<file path="src/rtl/sail_print_pkg.sv">
// Shared types, state encoding and ASCII constants for the sail print stream.
// SAIL_PRINT_CHANNEL_TAG_EN selects the channel-tag prefix; the TAG state is
// encoded in both builds so the state width never changes.
package sail_print_pkg;

  typedef logic [7:0] sail_byte_t;

  typedef enum logic [1:0] {
    IDLE    = 2'd0,
    TAG     = 2'd1,
    GRANT   = 2'd2,
    NEWLINE = 2'd3
  } sail_print_state_t;

  localparam sail_byte_t ASCII_NL    = 8'h0A;
  localparam sail_byte_t ASCII_COLON = 8'h3A;

  // Lower-case hex digit for a channel number.
  function automatic sail_byte_t hex_ascii(input logic [3:0] n);
    sail_byte_t r;
    if (n < 4'd10) begin
      r = 8'h30 + {4'h0, n};
    end else begin
      r = 8'h57 + {4'h0, n};
    end
    return r;
  endfunction

endpackage

</file>
<file path="src/rtl/sail_byte_fifo.sv">
// Byte FIFO without bypass: full/empty/count are registered, and the head
// byte reads as zero while the FIFO is empty.
module sail_byte_fifo
  import sail_print_pkg::*;
#(
  parameter int DEPTH = 16
) (
  input  logic                     clk,
  input  logic                     reset,
  input  logic                     push,
  input  sail_byte_t               push_data,
  input  logic                     pop,
  output sail_byte_t               pop_data,
  output logic                     full,
  output logic                     empty,
  output logic [$clog2(DEPTH):0]   count
);

  localparam int AW = $clog2(DEPTH);
  localparam logic [AW:0]   CNT_ONE  = (AW+1)'(1);
  localparam logic [AW:0]   CNT_FULL = (AW+1)'(DEPTH);
  localparam logic [AW-1:0] PTR_ONE  = AW'(1);

  sail_byte_t      mem [DEPTH];
  logic [AW-1:0]   wr_ptr;
  logic [AW-1:0]   rd_ptr;
  logic [AW:0]     count_next;
  logic            push_ok;
  logic            pop_ok;

  // A push at full is dropped; a pop at full still proceeds.
  always_comb begin
    push_ok    = push & ~full;
    pop_ok     = pop & ~empty;
    count_next = count;
    case ({push_ok, pop_ok})
      2'b10:   count_next = count + CNT_ONE;
      2'b01:   count_next = count - CNT_ONE;
      default: count_next = count;
    endcase
  end

  // Pointers, occupancy and the registered full/empty flags.
  always_ff @(posedge clk) begin
    if (reset) begin
      wr_ptr <= '0;
      rd_ptr <= '0;
      count  <= '0;
      full   <= 1'b0;
      empty  <= 1'b1;
    end else begin
      wr_ptr <= push_ok ? wr_ptr + PTR_ONE : wr_ptr;
      rd_ptr <= pop_ok  ? rd_ptr + PTR_ONE : rd_ptr;
      count  <= count_next;
      full   <= (count_next == CNT_FULL);
      empty  <= (count_next == '0);
    end
  end

  // Storage array; contents are don't-care until written.
  always_ff @(posedge clk) begin
    if (push_ok) begin
      mem[wr_ptr] <= push_data;
    end
  end

  assign pop_data = empty ? 8'h00 : mem[rd_ptr];

endmodule

</file>
<file path="src/rtl/sail_print_stream.sv">
// Multi-channel print stream: round-robin whole-message arbitration into a
// byte FIFO, optional trailing newline per message.
// Optional build macro SAIL_PRINT_CHANNEL_TAG_EN prefixes each message with
// "<hex channel>:".
module sail_print_stream
  import sail_print_pkg::*;
#(
  parameter int NUM_CH = 2,
  parameter int DEPTH  = 16
) (
  input  logic                  clk,
  input  logic                  reset,
  input  logic [NUM_CH-1:0]     in_valid,
  output logic [NUM_CH-1:0]     in_ready,
  input  logic [NUM_CH*8-1:0]   in_byte,
  input  logic [NUM_CH-1:0]     in_last,
  input  logic [NUM_CH-1:0]     in_endline,
  output logic                  out_valid,
  input  logic                  out_ready,
  output logic [7:0]            out_byte,
  output logic                  busy
);

  localparam int GW = (NUM_CH > 1) ? $clog2(NUM_CH) : 1;
  localparam logic [GW-1:0] LAST_CH = GW'(NUM_CH - 1);

  sail_print_state_t state, state_next;
  logic [GW-1:0]     grant, grant_next;
  logic [GW-1:0]     rr, rr_next;
  logic [GW-1:0]     pick;
  logic              pick_valid;
  logic              g_valid, g_last, g_endline;
  sail_byte_t        g_byte;
  logic              push;
  sail_byte_t        push_data;
  logic              full, empty;
  logic [$clog2(DEPTH):0] fifo_count;
  int                idx;
`ifdef SAIL_PRINT_CHANNEL_TAG_EN
  logic              tag_phase, tag_phase_next;
`endif

  // Rotating-priority search starting at the round-robin pointer.
  always_comb begin
    pick       = rr;
    pick_valid = 1'b0;
    idx        = 0;
    for (int i = 0; i < NUM_CH; i++) begin
      idx        = int'(rr) + i;
      idx        = (idx >= NUM_CH) ? idx - NUM_CH : idx;
      pick       = (!pick_valid && in_valid[idx]) ? GW'(idx) : pick;
      pick_valid = pick_valid | in_valid[idx];
    end
  end

  // Route the granted channel's inputs.
  always_comb begin
    g_valid   = 1'b0;
    g_last    = 1'b0;
    g_endline = 1'b0;
    g_byte    = 8'h00;
    for (int k = 0; k < NUM_CH; k++) begin
      g_valid   = (grant == GW'(k)) ? in_valid[k]      : g_valid;
      g_last    = (grant == GW'(k)) ? in_last[k]       : g_last;
      g_endline = (grant == GW'(k)) ? in_endline[k]    : g_endline;
      g_byte    = (grant == GW'(k)) ? in_byte[8*k +: 8] : g_byte;
    end
  end

  // Next-state, grant, round-robin pointer and FIFO push selection.
  always_comb begin
    state_next = state;
    grant_next = grant;
    rr_next    = rr;
    push       = 1'b0;
    push_data  = 8'h00;
    in_ready   = '0;
`ifdef SAIL_PRINT_CHANNEL_TAG_EN
    tag_phase_next = tag_phase;
`endif
    case (state)
      IDLE: begin
        if (pick_valid) begin
          grant_next = pick;
`ifdef SAIL_PRINT_CHANNEL_TAG_EN
          state_next = TAG;
`else
          state_next = GRANT;
`endif
        end else begin
          state_next = IDLE;
        end
      end
      TAG: begin
`ifdef SAIL_PRINT_CHANNEL_TAG_EN
        if (!full) begin
          push = 1'b1;
          if (!tag_phase) begin
            push_data      = hex_ascii(4'(grant));
            tag_phase_next = 1'b1;
          end else begin
            push_data      = ASCII_COLON;
            tag_phase_next = 1'b0;
            state_next     = GRANT;
          end
        end else begin
          push = 1'b0;
        end
`else
        state_next = IDLE;
`endif
      end
      GRANT: begin
        in_ready = full ? '0 : (NUM_CH'(1) << grant);
        if (g_valid && !full) begin
          push      = 1'b1;
          push_data = g_byte;
          if (g_last) begin
            rr_next    = (grant == LAST_CH) ? '0 : grant + GW'(1);
            state_next = g_endline ? NEWLINE : IDLE;
          end else begin
            state_next = GRANT;
          end
        end else begin
          push = 1'b0;
        end
      end
      NEWLINE: begin
        if (!full) begin
          push       = 1'b1;
          push_data  = ASCII_NL;
          state_next = IDLE;
        end else begin
          state_next = NEWLINE;
        end
      end
      default: state_next = IDLE;
    endcase
  end

  // FSM, grant and round-robin registers.
  always_ff @(posedge clk) begin
    if (reset) begin
      state <= IDLE;
      grant <= '0;
      rr    <= '0;
`ifdef SAIL_PRINT_CHANNEL_TAG_EN
      tag_phase <= 1'b0;
`endif
    end else begin
      state <= state_next;
      grant <= grant_next;
      rr    <= rr_next;
`ifdef SAIL_PRINT_CHANNEL_TAG_EN
      tag_phase <= tag_phase_next;
`endif
    end
  end

  sail_byte_fifo #(.DEPTH(DEPTH)) u_fifo (
    .clk       (clk),
    .reset     (reset),
    .push      (push),
    .push_data (push_data),
    .pop       (out_ready),
    .pop_data  (out_byte),
    .full      (full),
    .empty     (empty),
    .count     (fifo_count)
  );

  assign out_valid = ~empty;
  assign busy      = (state != IDLE) | (fifo_count != '0);

endmodule

</file>
<file path="config.mk">
export PLATFORM = sky130hd
export DESIGN_NAME = sail_print_stream
export DESIGN_NICKNAME = d
export VERILOG_FILES = /design/src/rtl/sail_print_pkg.sv /design/src/rtl/sail_byte_fifo.sv /design/src/rtl/sail_print_stream.sv
export SDC_FILE = /design/constraint.sdc
export NUM_CORES = 1
export LEC_CHECK = 0
export CORE_MARGIN = 8
export CORE_UTILIZATION = 53
export DETAILED_ROUTE_END_ITERATION = 6
export PLACE_DENSITY = 0.77
export SYNTH_ARGS = -nofsm -noshare
export SYNTH_HDL_FRONTEND = slang
export SYNTH_SLANG_ARGS = --single-unit
</file>
<file path="constraint.sdc">
create_clock -name clk -period 2.66 [get_ports clk]
set_input_delay 0.266 -clock clk [delete_from_list [all_inputs] [get_ports clk]]
set_output_delay 0.266 -clock clk [all_outputs]
set_load 0.02 [all_outputs]
</file>
==> impl_metrics.ini, run 1 <==
[status]
run_status = complete, no violations

[yosys]
ys.flop_type = edfxtp_1
synth_xor_area_frac = 0.01534
synth-edff-count = 128
yosys-top-cells-area = edfxtp_1 (61%), mux4_2 (14%), dfxtp_1 (7.3%), nor2_1 (2.6%), mux2i_1 (2.1%)
ys_ff_latch = 151
synthTopCellsByCount = edfxtp_1 (128), nor2_1 (44), mux4_2 (40)
synthAdderAreaFrac = 0.01792
yosysTopAreaCell = edfxtp_1
ys_seq_area_frac = 0.6851
synth_nets = 403
synth_warnings = 0
yosys.cell_types.count = 40
synth_compound_area_frac = 0.02071
synthCells = 369
yosysMostFrequentCell = edfxtp_1
async_flop_share = 0
syn_area_um2 = 6282
synth_top_family_by_area = multiplexers
synthMuxAreaShare = 0.1695
yosysTopAreaCellShare = 0.6118
syn_avg_cell_area_um2 = 17.03
synth-simple-area-share = 0.07090

[worst_setup_path]
required_ps = 2390
timing.critical_path.to_type = primary output
reg2reg_depth = 12
r2r-end = u_fifo.count[4]$_SDFF_PP0_
crit_fanout = 8
r2r_start = grant$_SDFFE_PP0P_
startpoint_type = flop
path_class = flop to primary output
ff2ff_setup_slack_ps = 200
cp_data_arrival_time_ps = 2380

[die]
num_io_pins = 37
die_h_um = 124.9
start_util = 0.5455
die_area_um2 = 15590
num_rows = 39
die_x_um = 124.9
core_um2 = 11520

[grt]
antenna_found_initial = 0
grt_max_degree = 33
globalRouteOverflowTotal = 0
grt_first_pass_wirelength_um = 19280
grt.total_usage = 0.1616
grt_pass1_vias = 3554

[final_layout]
stdcell_area_um2 = 7672
finalNonFillerCells = 596
fillCellCount = 799
syn2layout_area_growth_pct = 22.13
drive_gt1_frac = 0.2870
final_util = 0.6662
fin_nets = 474
antenna_cells = 0

[pwr]
p_leak_nw = 2.645
p_int_mw = 4.630
p_switching_mw = 1.450
p_sw_frac = 0.2385
clkPwrFrac = 0.387
peakVddDrop_v = 0.0004967
p_comb_frac = 0.167
p_seq_frac = 0.447
powerDensity_nw_per_um2 = 792.4

[detailed_routing]
wl_per_cell_um = 20.34
antenna_left = 0
wl_um = 12120
vias_per_cell = 5.748
dr.pass1.iters = 4
drtIter0Drc = 284
num_vias = 3426
drc = 0

[hold_path]
whs_endpoint = grant$_SDFFE_PP0P_
holdPathStages = 2
hp-class = flop to flop
hp-start = rr$_SDFFE_PP0P_

[placement]
dpl.hpwl_um = 8249
dpl.cell_count = 561
portBuffers = 36
routabilityCongestion = 0.8304
placed_area_um2 = 7017

[sta]
worst_pin_slew_ps = 1050
rsz0062_at_grt = true
period_share = 0.9938
finClkSkew_ps = 7.347
drv_slew = 0
fmax_ghz = 0.3783
tns_ps = 0
hold_viol_final = 0
setup_violations = 0
fin_crit_ps = 2643
maxSlewHeadroom = 0.2977

[clock_network]
numCtsBuffers = 17
clk_pin_slew_worst_paths_ps = 60
cts_tree = built
worstSkewPairLatency_ps = 420
cts_hold_repair.buffers = 0
numClockSinks = 151
clk_path_buf_depth = 2
root_buffer = clkbuf_16
htree_levels = 4

[flow_run]
max-cap-violations = 0
==> what timing repair did <==
item                                    4_1_cts  5_1_grt
setup buffers                                 2        1
endpoints found under the setup margin        8        9
cloned                                        1        0
gates resized for setup                      47        8
pin swaps                                     1        0
==> power by group through the flow <==
stage | Combinational [mW] | Sequential, mW | Clock (mW)
after floorplan | 0.646 | 2.72 | 0
after global placement | 0.934 | 2.75 | 0
after detailed placement | 0.965 | 2.76 | 0
after CTS | 1.04 | 2.71 | 2.39
after global routing | 1.10 | 2.72 | 2.49
final | 1.01 | 2.72 | 2.35
==> stage by stage <==
| step | hold WS (ps) | setup WS, ps | power [mW] |
|---|---|---|---|
| global route | 569.5 | -45.51 | 6.309 |
| CTS | 525.1 | -67.87 | 6.141 |
| floorplan | 427.6 | 21.11 | 3.361 |
| detailed placement | 522.0 | -173.2 | 3.720 |
| finish | 523.4 | 16.58 | 6.080 |
| global placement | 508.2 | -36.62 | 3.684 |
==> cell usage in the layout (no fill, tap or decap), drive strengths merged, types with 2 or more instances in the layout <==
master         count
mux2i             13
nor3               7
xor2               9
buf               45
dfxtp             23
mux2               3
clkinv             4
mux4              40
nand2             12
nand3              6
a21oi              7
and3               2
ha                 9
o21ai              3
nor2              44
edfxtp           128
xnor2              2
inv               13
nand2b             3
clkbuf            22
nor2b              3
and2               9
clkdlybuf4s50     28
nand4              3
==> worst max-delay path by stage <==
stage / endpoint / startpoint / depth (start not counted)
final: out_byte[2] / flop / 5
after global routing: out_byte[3] / flop / 6
after CTS: out_byte[2] / flop / 6
after detailed placement: u_fifo.empty$_SDFF_PP1_ / in_valid[0] / 12
after global placement: u_fifo.empty$_SDFF_PP1_ / in_valid[1] / 12
after floorplan: u_fifo.empty$_SDFF_PP1_ / grant$_SDFFE_PP0P_ / 13
==> logic make-up after synthesis <==
family	Yosys count
AO/OA/AOI/OAI	19
AND/OR/NAND/NOR	94
buffers and inverters	29
flip-flops	151
multiplexers	56
XOR/XNOR	11
adder cells (fa/ha/maj)	9
==> final cells by class <==
type,instances,area (µm²),area share
clock buffer,22,506.7,0.06605
clock inverter,10,85.08,0.01109
inverter,8,30.03,0.003914
multi-input combinational,189,1866,0.2432
sequential,151,4308,0.5615
tap,143,178.9,0.02332
timing repair buffer,73,698.2,0.09100
==> per-layer routing <==
layer / part of all wire / GRT usage / up-vias / wire length, µm
met1: 0.42 / 0.1897 / 1713 / 5038
met5: 0 / 0 / - / 0
met3: 0.065 / 0.05651 / 18 / 793
met2: 0.50 / 0.2692 / 125 / 6091
met4: 0.017 / 0.05946 / 0 / 201
li1: - / - / 1570 / -
==> worst max-delay path, stage by stage (launching register included) <==
cell	delay [ps]
dfxtp_4	430
buf_12	160
mux4_2	550
mux4_2	510
and2_4	180
buf_6	120
==> state kept, by name, summed over array words and instances (netlist names), named ones only <==
| signal | flops |
|---|---|
| grant | 1 |
| rr | 1 |
| state | 2 |
| u_fifo.count | 5 |
| u_fifo.empty | 1 |
| u_fifo.full | 1 |
| u_fifo.mem | 128 |
| u_fifo.rd_ptr | 4 |
| u_fifo.wr_ptr | 4 |
No activity file was read; power rests on OpenSTA's default activity.
==> run 2: changes to the inputs <==
--- a/config.mk
+++ b/config.mk
@@ -9,6 +9,7 @@
 export CORE_UTILIZATION = 53
 export DETAILED_ROUTE_END_ITERATION = 6
 export PLACE_DENSITY = 0.77
+export SKIP_LAST_GASP = 1
 export SYNTH_ARGS = -nofsm -noshare
 export SYNTH_HDL_FRONTEND = slang
 export SYNTH_SLANG_ARGS = --single-unit
==> run 2 against run 1 <==
The run now ends with negative setup slack left. Largest power group unchanged. Worst hold slack is the same. Core utilization is essentially flat. Clock power about the same. Global-route usage is the same. Routed wire length barely moved. Maximum frequency is 0.86% lower. First-iteration DRC count stayed put. Sequential share of layout area barely moved.
==> impl_metrics.ini, run 2 (synthesis gave the netlist of run 1 again) <==
[grt]
grt_pass1_vias = 3554
grt.total_usage = 0.1616
grt_max_degree = 33
antenna_found_initial = 0
grt_first_pass_wirelength_um = 19280
globalRouteOverflowTotal = 0

[detailed_routing]
wl_met1_um = 5040
antenna_left = 0
dr_wl_met2_um = 6091
drtIter0Drc = 284
dr.pass1.iters = 4
drc = 0
top_layer = met4
wl_um = 12130
vias_per_cell = 5.748
wl_per_cell_um = 20.35
wl_met3_um = 793
num_vias = 3426

[sta]
hold_viol_final = 0
maxSlewHeadroom = 0.2977
fmax_ghz = 0.3750
worst_pin_slew_ps = 1050
finClkSkew_ps = 7.347
rsz0062_at_grt = true
setup_violations = 1
fin_crit_ps = 2666
period_share = 1.002
drv_slew = 0
fin_ws_ps = -6.335

[hold_path]
whs_endpoint = grant$_SDFFE_PP0P_
holdPathStages = 2
hp-start = rr$_SDFFE_PP0P_
hp-class = flop to flop

[pwr]
p_sw_frac = 0.2385
peakVddDrop_v = 0.0004967
clkPwrFrac = 0.387
p_int_mw = 4.627
p_comb_frac = 0.166
powerDensity_nw_per_um2 = 792.4
p_leak_nw = 2.644
p_switching_mw = 1.449
total_power_mw = 6.077
p_seq_frac = 0.447

[worst_setup_path]
critPathBufInv = 2
path_class = flop to primary output
cpMostUsedCell = mux4_2
cp_data_arrival_time_ps = 2400
max_stage_delay_ps = 550
path_cells = buf_12 -> mux4_2 -> mux4_2 -> and2_4 -> buf_4
crit_family = multiplexers
reg2reg_depth = 12
startpoint_type = flop
ff2ff_setup_slack_ps = 200
r2r-end = u_fifo.count[4]$_SDFF_PP0_
crit_fanout = 8
timing.critical_path.to_type = primary output
slowest_stage = mux4_2
r2r_start = grant$_SDFFE_PP0P_
required_ps = 2390

[final_layout]
drive_gt1_frac = 0.2870
multi_input_area_um2 = 1866
largest_reg_flops = 128
syn2layout_area_growth_pct = 22.07
finalNonFillerCells = 596
reg.largest.list = u_fifo.mem: 128 flops, u_fifo.count: 5 flops
mostFrequentLayoutCell = edfxtp_1
fin_nets = 474
antenna_cells = 0
regMostFlops = u_fifo.mem
layout_common_cells = edfxtp_1 (128), nor2_1 (44), mux4_2 (40)
ff_latch_area_um2 = 4308
final_util = 0.6659
fillCellCount = 799

[flow_run]
max-cap-violations = 0

[placement]
place_ws_ps = -173.2
dpl.hpwl_um = 8249
routabilityCongestion = 0.8304
portBuffers = 36
dpl.cell_count = 561

[die]
num_rows = 39
num_io_pins = 37
start_util = 0.5455
die_h_um = 124.9
die_x_um = 124.9
core_um2 = 11520
die_area_um2 = 15590

[clock_network]
cts_tree = built
htree_levels = 4
numCtsBuffers = 17
root_buffer = clkbuf_16
numClockSinks = 151
clk_pin_slew_worst_paths_ps = 60
cts_hold_repair.buffers = 0
worstSkewPairLatency_ps = 420
clk_path_buf_depth = 2

[status]
failed_checks = negative setup slack
run_status = complete, but fails checks
run 2: worst max-delay path by stage:
| stage | end | depth (start not counted) | startpoint |
|---|---|---|---|
| after global routing | out_byte[2] | 5 | flop |
| after floorplan | u_fifo.empty$_SDFF_PP1_ | 13 | grant$_SDFFE_PP0P_ |
| after CTS | out_byte[2] | 6 | flop |
| after detailed placement | u_fifo.empty$_SDFF_PP1_ | 12 | in_valid[0] |
| final | out_byte[2] | 5 | flop |
| after global placement | u_fifo.empty$_SDFF_PP1_ | 12 | in_valid[1] |
run 2: cell type report:
class                      count  share of cell area
clock buffer                  22             0.06608
sequential                   151              0.5618
timing repair buffer          73             0.09055
clock inverter                10             0.01109
tap                          143             0.02333
inverter                       8            0.003916
multi-input combinational    189              0.2433
run 2: power groups by stage:
stage	Clock (mW)	Sequential, mW	Combinational, mW
final	2.35	2.72	1.01
after floorplan	0	2.72	0.646
after global routing	2.49	2.72	1.09
after detailed placement	0	2.76	0.965
after global placement	0	2.75	0.934
after CTS	2.39	2.71	1.04
run 2: routing by layer:
| layer | GRT usage | vias up |
|---|---|---|
| li1 | - | 1570 |
| met1 | 0.1897 | 1713 |
| met2 | 0.2692 | 125 |
| met3 | 0.05651 | 18 |
| met4 | 0.05946 | 0 |
| met5 | 0 | - |
run 2: worst min-delay path: cells and delay by family (launching register included):
family / cells / cell delay [ps]
flops: 1 / 330
simple gates: 1 / 80
compound gates: 1 / 60
run 2: what timing repair did:
action / in CTS / in global routing
pin swaps: 1 / 0
gates resized for setup: 46 / 8
cloned: 1 / 0
setup endpoints to repair: 8 / 9
setup buffers: 2 / 1
run 2: metrics by stage:
step | TNS, ps | hold slack (ps) | cell area (µm²)
final | -6.335 | 523.4 | 7669
after global routing | -139.4 | 569.5 | 7669
after floorplan | 0 | 427.6 | 6284
after global placement | -36.62 | 508.2 | 7017
after detailed placement | -249.5 | 522.0 | 7017
after CTS | -202.3 | 525.1 | 7682
==> run 3: changes to the inputs <==
==> constraint.sdc (replaced) <==
create_clock -name clk -period 2.3 [get_ports clk]
set_input_delay 0.23 -clock clk [delete_from_list [all_inputs] [get_ports clk]]
set_output_delay 0.23 -clock clk [all_outputs]
set_load 0.02 [all_outputs]
==> run 3 against run 2 <==
The flow still finishes with violations (negative setup slack). Routed wire length grew 4.5%. Flip-flop and latch count is the same. Setup slack lost 270 ps. Largest power group unchanged. Critical path type unchanged. Sequential power grew 15%. Clock-buffer cell count shrank 5.
==> impl_metrics.ini, run 3 (synthesis gave the netlist of run 1 again) <==
[sta]
holdWs_ps = 515.7
hold_viol_final = 0
fin_crit_ps = 2576
period_share = 1.120
drv_slew = 0
setup_violations = 8
fmax_ghz = 0.3882
rsz0062_at_grt = true
finClkSkew_ps = 9.521
worst_pin_slew_ps = 1034
tns_ps = -1857
fin_ws_ps = -276.2
maxSlewHeadroom = 0.3078

[worst_setup_path]
reg2reg_depth = 11
path_cells = buf_12 -> buf_6 -> mux4_2 -> mux4_2 -> and2_4 -> buf_6
required_ps = 2070
startpoint_type = flop
crit_fanout = 8
crit_family = multiplexers
ff2ff_setup_slack_ps = 20
path_class = flop to primary output
timing.critical_path.to_type = primary output
cp_data_arrival_time_ps = 2350
max_stage_delay_ps = 480
slowest_stage = mux4_2
r2r_start = grant$_SDFFE_PP0P_
r2r-end = u_fifo.empty$_SDFF_PP1_
critPathBufInv = 3

[grt]
antenna_found_initial = 0
globalRouteOverflowTotal = 0
grt.total_usage = 0.1760
grt_pass1_vias = 3787
grt_max_degree = 33
grt_first_pass_wirelength_um = 20720

[hold_path]
hp-class = input pin to flop
whs_endpoint = rr$_SDFFE_PP0P_
hp-start = in_last[1]
holdPathStages = 4

[detailed_routing]
antenna_left = 0
dr.pass1.iters = 4
drc = 0
vias_per_cell = 5.735
drtIter0Drc = 385
wl_um = 12670
num_vias = 3458
wl_per_cell_um = 21.01

[status]
failed_checks = negative setup slack
run_status = complete, but fails checks

[final_layout]
final_util = 0.6824
fin_nets = 481
largest_reg_flops = 128
regMostFlops = u_fifo.mem
reg.largest.list = u_fifo.mem: 128 flops, u_fifo.count: 5 flops
drive_gt1_frac = 0.3391
layout_common_cells = edfxtp_1 (128), mux4_2 (40), nor2_1 (37)
finalNonFillerCells = 603
antenna_cells = 0
mostFrequentLayoutCell = edfxtp_1
syn2layout_area_growth_pct = 25.09

[die]
core_um2 = 11520
num_io_pins = 37
die_h_um = 124.9
die_area_um2 = 15590
start_util = 0.5455
die_x_um = 124.9
num_rows = 39

[clock_network]
clk_pin_slew_worst_paths_ps = 60
htree_levels = 4
root_buffer = clkbuf_16
worstSkewPairLatency_ps = 420
clk_path_buf_depth = 2
cts_hold_repair.buffers = 0
numCtsBuffers = 17
cts_tree = built
numClockSinks = 151

[flow_run]
max-cap-violations = 0

[pwr]
total_power_mw = 7.255
peakVddDrop_v = 0.0005096
powerDensity_nw_per_um2 = 923.1
p_leak_nw = 2.685

[placement]
dpl.cell_count = 566
routabilityCongestion = 0.8547
portBuffers = 36
dpl.hpwl_um = 8430
## run 3: power by group
part / total [mW] / switching, mW / internal (mW)
Combinational: 1.31 / 0.577 / 0.735
Sequential: 3.14 / 0.0843 / 3.05
Clock: 2.80 / 1.10 / 1.71
Total: 7.25 / 1.76 / 5.50
## run 3: layout make-up
type	count	area, µm²
Timing Repair Buffer	80	783.3
Clock inverter	15	180.2
Tap cell	143	178.9
Sequential cell	151	4309
Inverter	8	30.03
Clock buffer	17	425.4
Multi-Input combinational cell	189	1952
Fill cell	744	3657
## run 3: worst reg2reg max path, delay by kind of cell (launching register included)
kind,cells,cell delay (ps)
AO/OA/AOI/OAI,4,610
XOR/XNOR,2,420
multiplexers,2,410
adder cells (fa/ha/maj),2,390
flip-flops,1,340
buffers and inverters,1,60
## run 3: through the flow
stage | worst slack [ps] | instance area [µm²]
after CTS | -306.1 | 7828
after detailed placement | -347.6 | 7093
after floorplan | -118.5 | 6337
final | -276.2 | 7859
after global routing | -358.5 | 7859
after global placement | -272.5 | 7093
## run 3: metal layers
metal / track usage / up-vias / share of wire
met1: 0.2153 / 1712 / 0.43
met2: 0.2864 / 134 / 0.49
li1: - / 1588 / -
met3: 0.04837 / 24 / 0.062
met5: 0 / - / 0
met4: 0.07951 / 0 / 0.024
## run 3: timing repair
action | 4_1_cts | 5_1_grt
resized for setup | 67 | 11
gates cloned | 1 | 0
pin swaps | 0 | 1
setup endpoints to repair | 25 | 119
buffers inserted | 3 | 2
## run 3: how the worst max path moves through the flow
stage | start | cells past startpoint | endpoint | slack [ps]
5_1_grt | flop | 6 | out_byte[1] | -360
2_1_floorplan | grant$_SDFFE_PP0P_ | 13 | u_fifo.empty$_SDFF_PP1_ | -120
3_3_place_gp | in_valid[1] | 12 | u_fifo.empty$_SDFF_PP1_ | -270
6_report | flop | 6 | out_byte[1] | -280
4_1_cts | flop | 6 | out_byte[1] | -310
3_5_place_dp | in_valid[1] | 12 | u_fifo.empty$_SDFF_PP1_ | -350
